`src/rtl/jk_seq_pkg.sv`:
```
// Shared definitions for the JK drive sequencer: command encodings, FSM state
// type, and the JK next-state rule used by the optional q checker.
package jk_seq_pkg;

  localparam logic [1:0] JK_HOLD = 2'b00;
  localparam logic [1:0] JK_CLR  = 2'b01;
  localparam logic [1:0] JK_SET  = 2'b10;
  localparam logic [1:0] JK_TGL  = 2'b11;

  typedef enum logic {
    ST_IDLE  = 1'b0,
    ST_ISSUE = 1'b1
  } seq_state_t;

  // Value a JK flip-flop takes on the next edge given its current q and {j,k}.
  function automatic logic jk_next_q(input logic q, input logic [1:0] jk);
    logic r;
    case (jk)
      JK_CLR:  r = 1'b0;
      JK_SET:  r = 1'b1;
      JK_TGL:  r = ~q;
      default: r = q;
    endcase
    return r;
  endfunction

endpackage

```
`src/rtl/jk_cmd_fifo.sv`:
```
// Command FIFO (DEPTH x W) for the JK drive sequencer. The head entry is read
// combinationally so the sequencer can pop back-to-back without a bubble.
module jk_cmd_fifo #(
  parameter int DEPTH = 4,
  parameter int W     = 5
) (
  input  logic         clk,
  input  logic         reset,
  input  logic         push,
  input  logic [W-1:0] push_data,
  input  logic         pop,
  output logic [W-1:0] pop_data,
  output logic         full,
  output logic         empty
);

  localparam int PTR_W = (DEPTH > 1) ? $clog2(DEPTH) : 1;
  localparam int CNT_W = $clog2(DEPTH + 1);

  logic [W-1:0]     mem [DEPTH];
  logic [PTR_W-1:0] wr_ptr_reg;
  logic [PTR_W-1:0] rd_ptr_reg;
  logic [CNT_W-1:0] count_reg;
  logic             push_ok;
  logic             pop_ok;

  assign full     = (count_reg == CNT_W'(DEPTH));
  assign empty    = (count_reg == '0);
  assign push_ok  = push && !full;
  assign pop_ok   = pop && !empty;
  assign pop_data = mem[rd_ptr_reg];

  // Storage carries no reset; validity is tracked solely by count_reg.
  always_ff @(posedge clk) begin
    if (push_ok) begin
      mem[wr_ptr_reg] <= push_data;
    end
  end

  // Pointers are log2(DEPTH) wide, so wrap modulo DEPTH is implicit.
  always_ff @(posedge clk or negedge reset) begin
    if (!reset) begin
      wr_ptr_reg <= '0;
      rd_ptr_reg <= '0;
      count_reg  <= '0;
    end else begin
      if (push_ok) begin
        wr_ptr_reg <= wr_ptr_reg + PTR_W'(1);
      end
      if (pop_ok) begin
        rd_ptr_reg <= rd_ptr_reg + PTR_W'(1);
      end
      case ({push_ok, pop_ok})
        2'b10:   count_reg <= count_reg + CNT_W'(1);
        2'b01:   count_reg <= count_reg - CNT_W'(1);
        default: count_reg <= count_reg;
      endcase
    end
  end

endmodule

```
`src/rtl/jk_drive_sequencer.sv`:
```
// Sequences queued {j,k} commands onto a downstream JK flip-flop, each held for
// cmd_len+1 enabled steps. Optional q checker compiled in with JK_SEQ_CHECK_EN.
module jk_drive_sequencer
  import jk_seq_pkg::*;
#(
  parameter int DEPTH = 4,
  parameter int LEN_W = 3
) (
  input  logic             clk,
  input  logic             reset,
  input  logic             cmd_valid,
  output logic             cmd_ready,
  input  logic [1:0]       cmd_jk,
  input  logic [LEN_W-1:0] cmd_len,
  input  logic             step_en,
  output logic             j,
  output logic             k,
  output logic             busy,
  output logic [7:0]       cnt_issued,
  input  logic             q_in,
  output logic             mismatch
);

  localparam int ENT_W = 2 + LEN_W;

  logic             fifo_full;
  logic             fifo_empty;
  logic             fifo_push;
  logic             fifo_pop;
  logic [ENT_W-1:0] head;
  logic [1:0]       head_jk;
  logic [LEN_W-1:0] head_len;

  seq_state_t       state_reg, state_next;
  logic [1:0]       jk_reg, jk_next;
  logic [LEN_W-1:0] remaining_reg, remaining_next;
  logic [7:0]       cnt_reg, cnt_next;

  assign cmd_ready = !fifo_full;
  assign fifo_push = cmd_valid && !fifo_full;
  assign head_jk   = head[ENT_W-1 -: 2];
  assign head_len  = head[LEN_W-1:0];

  jk_cmd_fifo #(
    .DEPTH (DEPTH),
    .W     (ENT_W)
  ) u_fifo (
    .clk       (clk),
    .reset     (reset),
    .push      (fifo_push),
    .push_data ({cmd_jk, cmd_len}),
    .pop       (fifo_pop),
    .pop_data  (head),
    .full      (fifo_full),
    .empty     (fifo_empty)
  );

  always_ff @(posedge clk or negedge reset) begin
    if (!reset) begin
      state_reg     <= ST_IDLE;
      jk_reg        <= JK_HOLD;
      remaining_reg <= '0;
      cnt_reg       <= '0;
    end else begin
      state_reg     <= state_next;
      jk_reg        <= jk_next;
      remaining_reg <= remaining_next;
      cnt_reg       <= cnt_next;
    end
  end

  always_comb begin
    state_next     = state_reg;
    jk_next        = jk_reg;
    remaining_next = remaining_reg;
    fifo_pop       = 1'b0;
    case (state_reg)
      ST_IDLE: begin
        jk_next = JK_HOLD;
        if (step_en && !fifo_empty) begin
          fifo_pop       = 1'b1;
          jk_next        = head_jk;
          remaining_next = head_len;
          state_next     = ST_ISSUE;
        end
      end
      ST_ISSUE: begin
        if (step_en) begin
          if (remaining_reg != '0) begin
            remaining_next = remaining_reg - LEN_W'(1);
          end else if (!fifo_empty) begin
            // Chain straight into the next command so the drive has no 00 gap.
            fifo_pop       = 1'b1;
            jk_next        = head_jk;
            remaining_next = head_len;
          end else begin
            jk_next    = JK_HOLD;
            state_next = ST_IDLE;
          end
        end
      end
      default: begin
        jk_next    = JK_HOLD;
        state_next = ST_IDLE;
      end
    endcase
    cnt_next = fifo_pop ? cnt_reg + 8'd1 : cnt_reg;
  end

  assign j          = jk_reg[1];
  assign k          = jk_reg[0];
  assign busy       = (state_reg == ST_ISSUE) || !fifo_empty;
  assign cnt_issued = cnt_reg;

`ifdef JK_SEQ_CHECK_EN
  logic armed_reg;
  logic exp_q_reg;
  logic mismatch_reg;

  // Arms on the first definite drive (CLR/SET); q before that is unknown.
  always_ff @(posedge clk or negedge reset) begin
    if (!reset) begin
      armed_reg    <= 1'b0;
      exp_q_reg    <= 1'b0;
      mismatch_reg <= 1'b0;
    end else if (!armed_reg) begin
      if (jk_reg == JK_CLR || jk_reg == JK_SET) begin
        armed_reg <= 1'b1;
        exp_q_reg <= jk_reg[1];
      end
    end else begin
      if (q_in != exp_q_reg) begin
        mismatch_reg <= 1'b1;
      end
      exp_q_reg <= jk_next_q(exp_q_reg, jk_reg);
    end
  end

  assign mismatch = mismatch_reg;
`else
  logic unused_q_in;
  assign unused_q_in = q_in;
  assign mismatch    = 1'b0;
`endif

endmodule

```
`config.mk`:
```
export PLATFORM = sky130hd
export DESIGN_NAME = jk_drive_sequencer
export DESIGN_NICKNAME = d
export VERILOG_FILES = /design/src/rtl/jk_seq_pkg.sv /design/src/rtl/jk_cmd_fifo.sv /design/src/rtl/jk_drive_sequencer.sv
export SDC_FILE = /design/constraint.sdc
export NUM_CORES = 1
export LEC_CHECK = 0
export ABC_AREA = 1
export BUFFER_PORTS_ARGS = -buffer_cell sky130_fd_sc_hd__buf_2
export CORE_MARGIN = 2
export CORE_UTILIZATION = 34
export CTS_BUF_LIST = sky130_fd_sc_hd__clkbuf_8
export CTS_CLUSTER_DIAMETER = 40
export CTS_CLUSTER_SIZE = 30
export DETAILED_ROUTE_END_ITERATION = 7
export PLACE_DENSITY = 0.52
export SLEW_MARGIN = 20
export SYNTH_ARGS = -nofsm -noshare
export SYNTH_HDL_FRONTEND = slang
export SYNTH_HIERARCHICAL = 1
export SYNTH_SLANG_ARGS = --single-unit
```
`constraint.sdc`:
```
create_clock -name clk -period 2.9 [get_ports clk]
set_input_delay 0.29 -clock clk [delete_from_list [all_inputs] [get_ports clk]]
set_output_delay 0.29 -clock clk [all_outputs]
set_load 0.005 [all_outputs]
```
==> key figures <==
Status
  • Status: complete, no violations

CTS
  • Clock Sinks: 41
  • CTS tree: yes
  • Clock latency on the worst-skew pair: 0.30 ns
  • Clk slew on worst S/H paths: 0.08 ns
  • CTS buffer count: 5
  • Post-CTS Setup Inserts: 0
  • Hold buffers post-CTS: 1
  • Root buffer cell: clkbuf_8
  • Post_cts resized: 0
  • CTS Buffer Depth: 2
  • H-tree depth: 2

Route
  • Post-DRT Antenna Nets: 0
  • Iter 0 DRT Violations: 36
  • Final wirelength: 3450 um
  • Post-DR wirelength/cell: 10.5 um
  • Post-route DRC: 0
  • Drt first pass iters: 4
  • Vias/cell: 4.32
  • DR vias: 1427

Setup path
  • Max incr delay on CP: 0.42 ns
  • FF-to-FF setup slack: 0.63 ns
  • WP data required: 3.09 ns
  • CP Cell Sequence: inv_1, nand3_2, inv_1, nor2_4, nand2_8, inv_4, nand2_2, inv_1, ha_1, inv_1, fa_1, nand2_1, nand3_1, nand2_1, nand2_1
  • Setup crit start kind: register
  • CP max FO: 15
  • CP Class: reg -> reg
  • Delay-heaviest family, CP: simple AND/OR/NAND/NOR gates
  • Cell mode on critical path: inv_1
  • Reg2Reg Capture Point: u_fifo/count_reg[2]
  • FF-to-FF Start: u_fifo/count_reg[2]
  • Worst reg2reg path depth: 15
  • Slowest stage cell, crit path: dfrtp_1
  • CP endpoint kind: register
  • Buffers and inverters on the worst path: 5
  • Critical Path AT: 2.46 ns

Cells and area
  • Most frequent cells in the layout: nand2_1, inv_1, dfrtp_1, buf_2, edfxtp_1
  • Reg with most FFs: u_fifo/mem
  • # diodes: 0
  • Fraction of layout cells with a size suffix above 1: 18.0%
  • Max FFs per register: 20
  • Final nets: 273
  • Most common cell after layout, fill and taps aside: nand2_1
  • Filler cell count: 609
  • Post-route cell area: 2390 um2
  • Final Core Density: 39.7%
  • Area of the multi-input gates: 798 um2
  • Area grow syn2layout: 11.5%
  • Sequential cell area: 1130 um2

Synth
  • Seq cells post-synth: 41
  • Distinct cells, synth: 29
  • Yosys Warn Count: 6
  • Net count after synthesis: 249
  • Seq/Total Area, Yosys: 52.5%
  • Cells after Synth: 230
  • Mean Syn Cell Area: 9.33 um2
  • Mapped cell area: 2150 um2

Floorplanning
  • Initial Utilization: 35.6%
  • Die width: 83.4 um
  • Num ports: 23
  • Core Region: 6030 um2
  • Die height: 83.4 um
  • Cell row count: 28
  • Die area: 6960 um2

Global routing
  • Gr usage total: 11.0%
  • First-pass GRT wire length: 6090 um
  • Initial antenna violation count: 0
  • Remaining global-route overflow: 0
  • Largest net degree at the start of global routing: 22
  • Number of global-route vias before repair: 1362

Place
  • Port bufs: 20
  • Dpl hpwl: 2610 um
  • Routability congestion estimate: 0.785
  • Post-place instance area: 2290 um2

Power and ir drop
  • VDD IR max: 0.326 mV
  • Leakage: 1.17 nW
  • PD cells: 941 nW/um2

Job
  • # Max-Cap Violations: 0

Timing
  • Final setup skew: 0.00670 ns
  • RSZ-0062 raised after global routing: no
  • Fin crit period: 2.27 ns
  • # setup viols final: 0
  • Tightest Pin Transition: 0.504 ns
  • Final Hold Viols: 0
  • Max frequency: 441 MHz
  • Max-slew violation count: 0
  • Tcrit/Tclk final: 78.2%
  • Setup TNS Final: 0 ns
  • Worst slew margin: 66.4%

Hold path
  • Worst hold path stage count: 1
  • Hold Path End: u_fifo/mem[2][4]
  • Hold WC Path Type: in -> reg
  • Hold_sp: cmd_jk[1]
## cell families (layout without fill, tap and decap cells)
group / count (synthesis) / count (layout) / share of synthesized area, %
AND/OR/NAND/NOR: 108 / 108 / 24.2
AO/OA/AOI/OAI: 19 / 19 / 6.01
XOR/XNOR: 3 / 3 / 1.22
buffers and inverters: 49 / 74 / 10.3
adder cells (fa/ha/maj): 9 / 9 / 5.60
flip-flops: 41 / 41 / 52.5
other: 1 / 1 / 0.175
## layer usage
| layer | share of wire (%) | global-route usage (%) | vias to the layer above | wire length, um |
|---|---|---|---|---|
| met2 | 45 | 17.4 | 24 | 1570 |
| met4 | 1.8 | 4.84 | 0 | 63 |
| met5 | 0 | 0 | - | 0 |
| met1 | 49 | 14.2 | 632 | 1690 |
| li1 | - | - | 764 | - |
| met3 | 3.8 | 3.08 | 7 | 132 |
## worst reg2reg max path, cell delays in order, from the launching register on
cell     delay, ns
dfrtp_1       0.42
inv_1         0.09
nand3_2       0.13
inv_1         0.09
nor2_4        0.17
nand2_8       0.09
inv_4         0.17
nand2_2       0.08
inv_1         0.06
ha_1          0.15
inv_1         0.06
fa_1          0.37
nand2_1       0.10
nand3_1       0.08
nand2_1       0.06
nand2_1       0.05
## how the worst max path moves through the flow
stage	start	to	slack [ns]	depth (start not counted)
after global placement	u_fifo/count_reg[0]	u_fifo/count_reg[2]	0.66	15
final	u_fifo/count_reg[2]	u_fifo/count_reg[2]	0.63	15
after CTS	u_fifo/count_reg[2]	u_fifo/count_reg[2]	0.61	15
after floorplan	u_fifo/count_reg[2]	u_fifo/count_reg[2]	0.80	16
after global routing	u_fifo/count_reg[0]	u_fifo/count_reg[2]	0.37	15
after detailed placement	u_fifo/count_reg[2]	u_fifo/count_reg[2]	0.62	15
## where the power goes
part / internal (mW) / leakage (nW) / switching [mW] / total [mW]
combinational: 0.345 / 0.675 / 0.590 / 0.935
clock: 0.175 / 0.0452 / 0.212 / 0.387
sequential: 0.796 / 0.446 / 0.135 / 0.931
## cells in the mapped netlist
cell | number | area share (%)
nand2_1 | 74 | 13
fa_1 | 1 | 0.93
ha_1 | 8 | 4.7
inv_4 | 1 | 0.29
nor3_1 | 1 | 0.23
o21ai_0 | 8 | 1.9
nand3_2 | 2 | 0.93
xnor2_1 | 2 | 0.82
o21ai_2 | 1 | 0.41
xor2_1 | 1 | 0.41
inv_1 | 42 | 7.3
nand4_1 | 2 | 0.58
nand3b_2 | 2 | 1.0
nor2_4 | 1 | 0.52
o211ai_1 | 9 | 3.1
dfrtp_1 | 21 | 24
nor2_1 | 8 | 1.4
nand2_8 | 1 | 0.93
nand3_1 | 10 | 2.3
nand3_4 | 1 | 0.82
buf_6 | 2 | 1.0
inv_2 | 2 | 0.35
o211ai_2 | 1 | 0.58
buf_12 | 1 | 0.93
conb_1 | 1 | 0.17
nand2_2 | 3 | 0.87
buf_4 | 1 | 0.35
edfxtp_1 | 20 | 28
nand2_4 | 3 | 1.6
## final cells by class
cell class	count	share of cell area [%]
Clock inverter	3	1.05
Clock buffer	5	2.88
Multi-Input combinational cell	140	33.4
Inverter	45	7.16
Tap cell	75	3.92
Sequential cell	41	47.0
Timing Repair Buffer	21	4.60
## through the flow
step	cells	worst slack [ns]	power [mW]	hold WS (ns)
after floorplan	230	0.800	1.72	-0.00559
after global placement	321	0.665	1.89	0.293
after detailed placement	321	0.619	1.90	0.296
after CTS	330	0.609	2.30	0.199
after global routing	330	0.369	2.49	0.200
final	330	0.632	2.25	0.208
(Power assumes the default switching activity.)
